**config.mk**
```make
export PLATFORM = sky130hd
export DESIGN_NAME = pulse_gate_burst
export DESIGN_NICKNAME = d
export VERILOG_FILES = /design/src/rtl/pulse_gate_pkg.sv /design/src/rtl/pulse_gate_burst_channel.sv /design/src/rtl/pulse_gate_burst.sv
export SDC_FILE = /design/constraint.sdc
export NUM_CORES = 1
export LEC_CHECK = 0
export CORE_UTILIZATION = 45
export CTS_CLUSTER_SIZE = 28
export DETAILED_ROUTE_END_ITERATION = 12
export GPL_TIMING_DRIVEN = 0
export PLACE_DENSITY_LB_ADDON = 0.15
export SLEW_MARGIN = 20
export SYNTH_ARGS = -nofsm -noshare
export SYNTH_HDL_FRONTEND = slang
export SYNTH_SLANG_ARGS = --single-unit
```
**constraint.sdc**
```tcl
create_clock -name clock -period 1.5 [get_ports clock]
set_input_delay 0.15 -clock clock [delete_from_list [all_inputs] [get_ports clock]]
set_output_delay 0.15 -clock clock [all_outputs]
set_load 0.02 [all_outputs]
```
**src/rtl/pulse_gate_pkg.sv**
```systemverilog
// Shared state encoding and level helpers for the multi-channel pulse gate.
package pulse_gate_pkg;

  typedef enum logic [1:0] {
    OPEN   = 2'd0,
    CLOSED = 2'd1,
    BURST  = 2'd2
  } gate_state_e;

  function automatic logic inactive_level(input logic active_level);
    return ~active_level;
  endfunction

endpackage

```
**src/rtl/pulse_gate_burst_channel.sv**
```systemverilog
// One gated pulse channel: level gate, counted burst, pending flag and optional
// dropped-pulse statistics (PULSE_GATE_BURST_STATS_EN).
module pulse_gate_burst_channel
  import pulse_gate_pkg::*;
#(
  parameter int unsigned COUNT_WIDTH        = 8,
  parameter logic        PULSE_ACTIVE_LEVEL = 1'b1
) (
  input  logic                   clock,
  input  logic                   clear,
  input  logic                   clock_enable,
  input  logic                   pulse_in,
  input  logic                   gate_pulse,
  input  logic                   burst_load,
  input  logic [COUNT_WIDTH-1:0] burst_count,
  output logic                   pulse_out,
  output logic                   gate_state,
  output logic                   burst_busy,
  output logic                   burst_done,
  output logic [COUNT_WIDTH-1:0] dropped_count
);

  localparam logic INACTIVE = inactive_level(PULSE_ACTIVE_LEVEL);

  gate_state_e            state_q, state_d;
  logic                   pending_q, pending_d;
  logic [COUNT_WIDTH-1:0] count_q, count_d;
  logic                   prev_in_q;
  logic                   done_q, done_d;
  logic                   in_idle;
  logic                   pulse_end;

  assign in_idle   = (pulse_in == INACTIVE);
  assign pulse_end = (prev_in_q != INACTIVE) && in_idle;

  // Next-state: gate changes and burst entry only land on inactive cycles.
  always_comb begin
    state_d   = state_q;
    pending_d = pending_q;
    count_d   = count_q;
    done_d    = 1'b0;
    if (burst_load && !burst_busy && (burst_count != '0)) begin
      pending_d = 1'b1;
      count_d   = burst_count;
    end
    case (state_q)
      BURST: begin
        if (pulse_end) begin
          count_d = count_q - COUNT_WIDTH'(1);
          if (count_q == COUNT_WIDTH'(1)) begin
            state_d = gate_pulse ? CLOSED : OPEN;
            done_d  = 1'b1;
          end
        end
      end
      default: begin
        if (in_idle) begin
          if (pending_q) begin
            state_d   = BURST;
            pending_d = 1'b0;
          end else begin
            state_d = gate_pulse ? CLOSED : OPEN;
          end
        end
      end
    endcase
  end

  // A stalled cycle ends a done pulse rather than stretching it.
  always_ff @(posedge clock or posedge clear) begin
    if (clear) begin
      state_q   <= OPEN;
      pending_q <= 1'b0;
      count_q   <= '0;
      prev_in_q <= INACTIVE;
      done_q    <= 1'b0;
    end else begin
      if (clock_enable) begin
        state_q   <= state_d;
        pending_q <= pending_d;
        count_q   <= count_d;
        prev_in_q <= pulse_in;
      end
      done_q <= clock_enable & done_d;
    end
  end

  assign pulse_out  = (state_q != CLOSED) ? pulse_in : INACTIVE;
  assign gate_state = (state_q == CLOSED);
  assign burst_busy = pending_q | (state_q == BURST);
  assign burst_done = done_q;

`ifdef PULSE_GATE_BURST_STATS_EN
  logic [COUNT_WIDTH-1:0] dropped_q;

  // Saturating count of whole pulses swallowed while closed.
  always_ff @(posedge clock or posedge clear) begin
    if (clear) begin
      dropped_q <= '0;
    end else if (clock_enable && (state_q == CLOSED) && pulse_end && (dropped_q != '1)) begin
      dropped_q <= dropped_q + COUNT_WIDTH'(1);
    end
  end

  assign dropped_count = dropped_q;
`else
  assign dropped_count = '0;
`endif

endmodule

```
**src/rtl/pulse_gate_burst.sv**
```systemverilog
// Multi-channel non-truncating pulse gate with counted bursts; optional
// per-channel dropped-pulse statistics under PULSE_GATE_BURST_STATS_EN.
module pulse_gate_burst
  import pulse_gate_pkg::*;
#(
  parameter int unsigned CHANNELS           = 4,
  parameter int unsigned COUNT_WIDTH        = 8,
  parameter logic        PULSE_ACTIVE_LEVEL = 1'b1
) (
  input  logic                            clock,
  input  logic                            clear,
  input  logic                            clock_enable,
  input  logic [CHANNELS-1:0]             pulses_in,
  input  logic [CHANNELS-1:0]             gate_pulses,
  input  logic [CHANNELS-1:0]             burst_load,
  input  logic [CHANNELS*COUNT_WIDTH-1:0] burst_count,
  output logic [CHANNELS-1:0]             pulses_out,
  output logic [CHANNELS-1:0]             gate_state,
  output logic [CHANNELS-1:0]             burst_busy,
  output logic [CHANNELS-1:0]             burst_done,
  output logic [CHANNELS*COUNT_WIDTH-1:0] dropped_count
);

  for (genvar c = 0; c < CHANNELS; c++) begin : g_ch
    pulse_gate_burst_channel #(
      .COUNT_WIDTH       (COUNT_WIDTH),
      .PULSE_ACTIVE_LEVEL(PULSE_ACTIVE_LEVEL)
    ) u_ch (
      .clock        (clock),
      .clear        (clear),
      .clock_enable (clock_enable),
      .pulse_in     (pulses_in[c]),
      .gate_pulse   (gate_pulses[c]),
      .burst_load   (burst_load[c]),
      .burst_count  (burst_count[c*COUNT_WIDTH +: COUNT_WIDTH]),
      .pulse_out    (pulses_out[c]),
      .gate_state   (gate_state[c]),
      .burst_busy   (burst_busy[c]),
      .burst_done   (burst_done[c]),
      .dropped_count(dropped_count[c*COUNT_WIDTH +: COUNT_WIDTH])
    );
  end

endmodule

```
==> flow_summary.json, run 1 <==
{
  "antenna_found_initial": 0,
  "wl_per_cell_um": 15.8,
  "place.gp.congestion": 0.857,
  "p_sw_uw": 3050,
  "crit_path_end_kind": "register",
  "synth_area_um2": 3680,
  "drt_iter0_markers": 225,
  "rows": 32,
  "synth.area.mux_share_pct": 1.22,
  "synth-seq-cells": 52,
  "power.share.sequential_pct": 35.6,
  "num-nets-final": 619,
  "grt_pass1_wl_mm": 16.2,
  "required_ns": 1.69,
  "yosys.area_share.simple_pct": 26.0,
  "synth_commonest_cells": "52 x dfrtp_1, 49 x buf_4, 27 x nand2_1, 26 x nor2_1, 23 x inv_1",
  "synthFlopType": "dfrtp_1",
  "setup_slack_ns": -0.0895,
  "synth_edf_count": 0,
  "p_int_uw": 4430,
  "clkLatencyLatePin_ns": 0.31,
  "ys_warn_count": 0,
  "die_x_um": 92.5,
  "cts.hold.buffers_added": 0,
  "synth_top_family_by_area": "simple AND/OR/NAND/NOR gates",
  "cp.arrival_ns": 1.78,
  "slew-limit-headroom_pct": 56.3,
  "synth_top_area_cell": "dfrtp_1",
  "path_clk_slew_ns": 0.10,
  "yosysSeqAreaShare_pct": 35.3,
  "finalPower_uw": 7480,
  "hold_path_class": "primary input to async pin",
  "syn_avg_cell_area_um2": 8.87,
  "crit_type": "register to register",
  "vias": 3749,
  "fmax_ghz": 0.629,
  "clock_sinks": 52,
  "via_per_inst": 5.62,
  "pwr-share-clk_pct": 11.6,
  "worst_pin_slew_ns": 0.656,
  "grt_usage_pct": 23.6,
  "worstSetupStartpointType": "register",
  "synthAdderAreaFrac_pct": 2.72,
  "p_leak_uw": 0.00252,
  "powerDensity_nw_per_um2": 1350,
  "synthTopCellsByArea": "dfrtp_1 35%, buf_4 10%, nor2b_1 2.9%",
  "final_core_utilization_pct": 70.9,
  "n_antenna_cell": 0,
  "port_buffers": 62,
  "ioPinCount": 95,
  "synth_most_common_cell": "dfrtp_1",
  "fillCellCount": 615,
  "start_util_pct": 47.2,
  "final_layout_size_suffix_gt1_share_pct": 41.2,
  "die-area_um2": 8550,
  "dpl.hpwl_mm": 6.68,
  "htree_levels": 2,
  "grt_overflow": 0,
  "clock_skew_ns": 0.0106,
  "ant_nets": 0,
  "timing.hold.ws_ns": 0.278,
  "grt_pass1_vias": 3564,
  "pre_cts_slack_ns": -0.830,
  "finalSetupViolations": 10,
  "drv_slew": 0,
  "period_share_pct": 106,
  "violations": "negative setup slack",
  "max_cap_viol_count": 0,
  "synthCells": 415,
  "rsz0062_at_grt": "yes",
  "cts_tree": "built",
  "p_comb_share_pct": 52.8,
  "clock_path_buffers": 2,
  "cts_buffers": 5,
  "post-route-drc-count": 0,
  "clockRootBuffer": "clkbuf_8",
  "firstDrtPassIters": 5,
  "routed_wl_mm": 10.5,
  "async_flop_share_pct": 100,
  "synth_compound_area_share_pct": 20.7,
  "synth_xor_xnor_area_share_pct": 0,
  "core_um2": 7810,
  "synth_top_area_share_pct": 35.3,
  "hold_viol": 0,
  "sw_frac_of_total_pct": 40.8,
  "syn2layout_area_growth_pct": 50.3,
  "fin_setup_tns_ns": -0.478,
  "die_height_um": 92.5,
  "grt_max_degree": 53,
  "status": "finished, violations left",
  "cp_max_fo": 7,
  "peakVddDrop_mv": 0.761,
  "period_needed_ns": 1.59,
  "synth.distinct_cells": 67
}
cell usage in the layout (no fill, tap or decap), types with 6 or more instances in the layout:
master / instances
a21oi_1: 10
a221o_1: 7
a22oi_1: 6
buf_2: 6
buf_4: 97
buf_6: 12
clkbuf_8: 7
clkdlybuf4s50_1: 36
conb_1: 32
dfrtp_1: 39
dfrtp_2: 13
dlygate4sd2_1: 9
inv_1: 20
nand2_1: 26
nand2b_1: 6
nand3_1: 7
nand4_1: 6
nor2_1: 20
nor2b_1: 10
nor3_1: 11
nor4_1: 6
o21ai_0: 10
or4_4: 7
state kept, by name, indices dropped and copies added, names as in the netlist:
name                  cells
g_ch.u_ch.burst_done      4
g_ch.u_ch.state_q         8
g_ch.u_ch.prev_in_q       4
g_ch.u_ch.count_q        32
g_ch.u_ch.pending_q       4
layer usage:
metal  vias up  global-route usage (%)  wire length, um
met5         -                       0                0
met4         0                    12.4              370
met3        36                    3.53              604
met2       145                    39.1             5250
met1      1804                    29.8             4310
li1       1764                       -                -
power by group through the flow:
stage	Clock (uW)	Sequential, uW	Combinational [uW]
6_report	865	2660	3950
5_1_grt	942	2740	4280
4_1_cts	877	2570	3220
3_5_place_dp	0	2540	2700
3_3_place_gp	0	2510	2610
2_1_floorplan	0	2380	2060
worst paths after layout:
check,startpoint,to,slack [ns],cells after the start
max in group asynchronous,clear,g_ch[2].u_ch.count_q[4],0.74,2
min in group clock,burst_count[4],g_ch[0].u_ch.count_q[4],0.28,3
worst min-delay path,clear,g_ch[1].u_ch.state_q[0],0.28,2
worst min register to register,g_ch[1].u_ch.count_q[5],g_ch[1].u_ch.count_q[5],0.49,1
worst max-delay path,g_ch[0].u_ch.state_q[1],g_ch[0].u_ch.count_q[6],-0.09,4
worst max register to register,g_ch[0].u_ch.state_q[1],g_ch[0].u_ch.count_q[6],-0.09,4
worst max-delay path, cell delays in order (launching register included):
cell and delay [ns]:
dfrtp_1 0.40, nor2b_4 0.15, nor2_1 0.46, nor4b_1 0.37, a2111oi_2 0.09
kinds of logic (layout without fill, tap and decap cells):
logic type               count (synthesis)  count (layout)
buffers and inverters                   83             202
multiplexers                             4               4
adder cells (fa/ha/maj)                  8               8
AND/OR/NAND/NOR                        167             167
flip-flops                              52              52
AO/OA/AOI/OAI                          100             100
other                                    1              32
through the flow:
stage / instances / instance area, um^2
2_1_floorplan: 446 / 3830
3_3_place_gp: 610 / 4580
3_5_place_dp: 610 / 4580
4_1_cts: 640 / 5090
5_1_grt: 667 / 5530
6_report: 667 / 5530
layout make-up:
type	instances	area, um^2	share of cell area [%]
multi-input cells	311	2470	44.7
flip-flops and latches	52	1320	23.8
inverters	23	88.8	1.61
clock inverters	2	10.0	0.181
clock buffers	6	82.6	1.49
well taps	102	128	2.31
plain buffers	58	443	8.00
repair buffers	113	991	17.9
what timing repair did:
action / in CTS / in global routing
cloned: 1 / 1
setup endpoints to repair: 63 / 50
gates resized for setup: 126 / 84
pin swaps: 12 / 22
setup buffers: 22 / 27
(Power assumes the default switching activity.)
==> run 2, diff against run 1 <==
--- a/config.mk
+++ b/config.mk
@@ -10,6 +10,7 @@
 export DETAILED_ROUTE_END_ITERATION = 12
 export GPL_TIMING_DRIVEN = 0
 export PLACE_DENSITY_LB_ADDON = 0.15
+export SETUP_SLACK_MARGIN = 0.15
 export SLEW_MARGIN = 20
 export SYNTH_ARGS = -nofsm -noshare
 export SYNTH_HDL_FRONTEND = slang
==> run 2 against run 1 <==
Compared with the run above:
- the run still ends with negative setup slack left
- flip-flop and latch count stayed put
- design area grew 13%
- worst setup slack got worse by 0.087 ns
- sequential share of layout area fell by 2.8 points
- clock-buffer cell count stayed put
- die area unchanged
- fmax decreased by 5.2%
- critical path type unchanged
- critical endpoint is now g_ch[2].u_ch.count_q[5]
==> flow_summary.json, run 2 (synthesized netlist as in run 1, its figures left out) <==
{
  "grt_max_degree": 28,
  "drv_slew": 0,
  "finalSetupViolations": 24,
  "start_util_pct": 47.2,
  "violations": "negative setup slack",
  "die_height_um": 92.5,
  "hold_path_class": "primary input to register",
  "clock_path_buffers": 2,
  "period_needed_ns": 1.68,
  "syn2layout_area_growth_pct": 70.5,
  "layout_commonest_cell": "buf_4",
  "required_ns": 1.70,
  "cp.arrival_ns": 1.88,
  "final_core_utilization_pct": 80.4,
  "worst_pin_slew_ns": 0.616,
  "drt_iter0_markers": 258,
  "rows": 32,
  "period_share_pct": 112,
  "clock_sinks": 52,
  "min_from": "burst_count[1]",
  "crit_type": "register to register",
  "die-area_um2": 8550,
  "routed_wl_mm": 12.8,
  "grt_pass1_wl_mm": 17.4,
  "core_um2": 7810,
  "hold_viol": 0,
  "cts_buffers": 5,
  "final_layout_size_suffix_gt1_share_pct": 50.8,
  "status": "finished, violations left",
  "max_cap_viol_count": 0,
  "powerDensity_nw_per_um2": 1400,
  "peakVddDrop_mv": 0.858,
  "cts_tree": "built",
  "clkLatencyLatePin_ns": 0.31,
  "grt_pass1_vias": 3706,
  "antenna_found_initial": 0,
  "vias": 4096,
  "wl_per_cell_um": 18.4,
  "top_register": "g_ch.u_ch.count_q",
  "crit_path_end_kind": "register",
  "firstDrtPassIters": 6,
  "path_clk_slew_ns": 0.10,
  "fmax_ghz": 0.596,
  "dpl.hpwl_mm": 6.82,
  "setup_slack_ns": -0.176,
  "final_cell_mix": "94 x buf_4, 47 x buf_6, 38 x dfrtp_1",
  "clock_skew_ns": 0.00589,
  "ioPinCount": 95,
  "grt_overflow": 0,
  "critPathLaunch": "g_ch[2].u_ch.count_q[3]",
  "n_antenna_cell": 0,
  "p_leak_uw": 0.00282,
  "num-nets-final": 650,
  "clockRootBuffer": "clkbuf_8",
  "htree_levels": 2,
  "ant_nets": 0,
  "via_per_inst": 5.87,
  "largest_reg_flops": 32,
  "cp_max_fo": 3,
  "slew-limit-headroom_pct": 58.9,
  "biggestRegsByFlops": "g_ch.u_ch.count_q: 32 flops, g_ch.u_ch.state_q: 8 flops",
  "r2r-start": "g_ch[2].u_ch.count_q[3]",
  "cts.hold.buffers_added": 0,
  "worstSetupStartpointType": "register",
  "place.gp.congestion": 0.879,
  "timing.hold.ws_ns": 0.187,
  "die_x_um": 92.5,
  "post-route-drc-count": 0,
  "rsz0062_at_grt": "yes",
  "port_buffers": 62,
  "grt_usage_pct": 25.6
}
[run 2: cell count changes in the layout (fill, tap and decap cells not counted), moves of 4 or more]
| cell | change |
|---|---|
| nor4_1 | -5 |
| buf_6 | +35 |
| clkbuf_2 | -4 |
| dlygate4sd2_1 | +9 |
| nor3_1 | -4 |
| nor2b_4 | +5 |
| buf_2 | -5 |
| clkdlybuf4s50_1 | -10 |
| nor2_1 | -5 |
[run 2: what timing repair did]
item,in CTS,in global routing
hold endpoints to repair,0,0
resized for setup,195,93
cloned,1,1
buffers inserted,45,32
setup endpoints to repair,66,58
pin swaps,47,53
[run 2: report_power, final]
| part | switching, uW | leakage (uW) | internal, uW |
|---|---|---|---|
| logic | 2340 | 0.00215 | 2840 |
| registers | 784 | 0.000611 | 1960 |
| clock network | 510 | 0.0000510 | 371 |
[run 2: final timing paths]
check / to / slack, ns / cells after the start
worst max-delay path: g_ch[2].u_ch.count_q[5] / -0.18 / 4
max in group asynchronous: g_ch[1].u_ch.count_q[2] / 0.71 / 3
worst min register to register: g_ch[1].u_ch.count_q[5] / 0.50 / 1
worst min-delay path: g_ch[0].u_ch.count_q[1] / 0.19 / 2
min in group asynchronous: g_ch[2].u_ch.count_q[2] / 0.25 / 2
worst max register to register: g_ch[2].u_ch.count_q[5] / -0.18 / 4
[run 2: layout make-up]
type                            count  area (um^2)
Inverter                           23         90.1
Clock buffer                        6         82.6
Buffer                             60          512
Clock inverter                      2         10.0
Multi-Input combinational cell    311         2770
Sequential cell                    52         1320
Tap cell                          102          128
Fill cell                         465         1530
Timing Repair Buffer              142         1370
[run 2: worst max-delay path, cell delays in order, from the launching register on]
cell and delay, ns:
dfrtp_2 0.45, or4_1 0.53, o21ai_1 0.22, a21oi_1 0.12
a221o_1 0.26
[run 2: routing by layer]
layer  vias up  wire, um  track usage (%)
met5         -         0                0
met4         0       603             10.4
met3        62       904             3.45
met2       230      6340             45.7
met1      1979      4990             30.8
li1       1825         -                -
[run 2: stage by stage]
step	instances	setup TNS, ns	instance area [um^2]	setup slack (ns)	total power (uW)
after global routing	698	-2.68	6280	-0.208	9220
after floorplan	446	-0.0499	3980	-0.0309	4610
after detailed placement	611	-21.61	4750	-0.587	5420
after global placement	610	-20.96	4730	-0.572	5300
after CTS	665	-0.952	5610	-0.179	7400
final	698	-1.41	6280	-0.176	8800
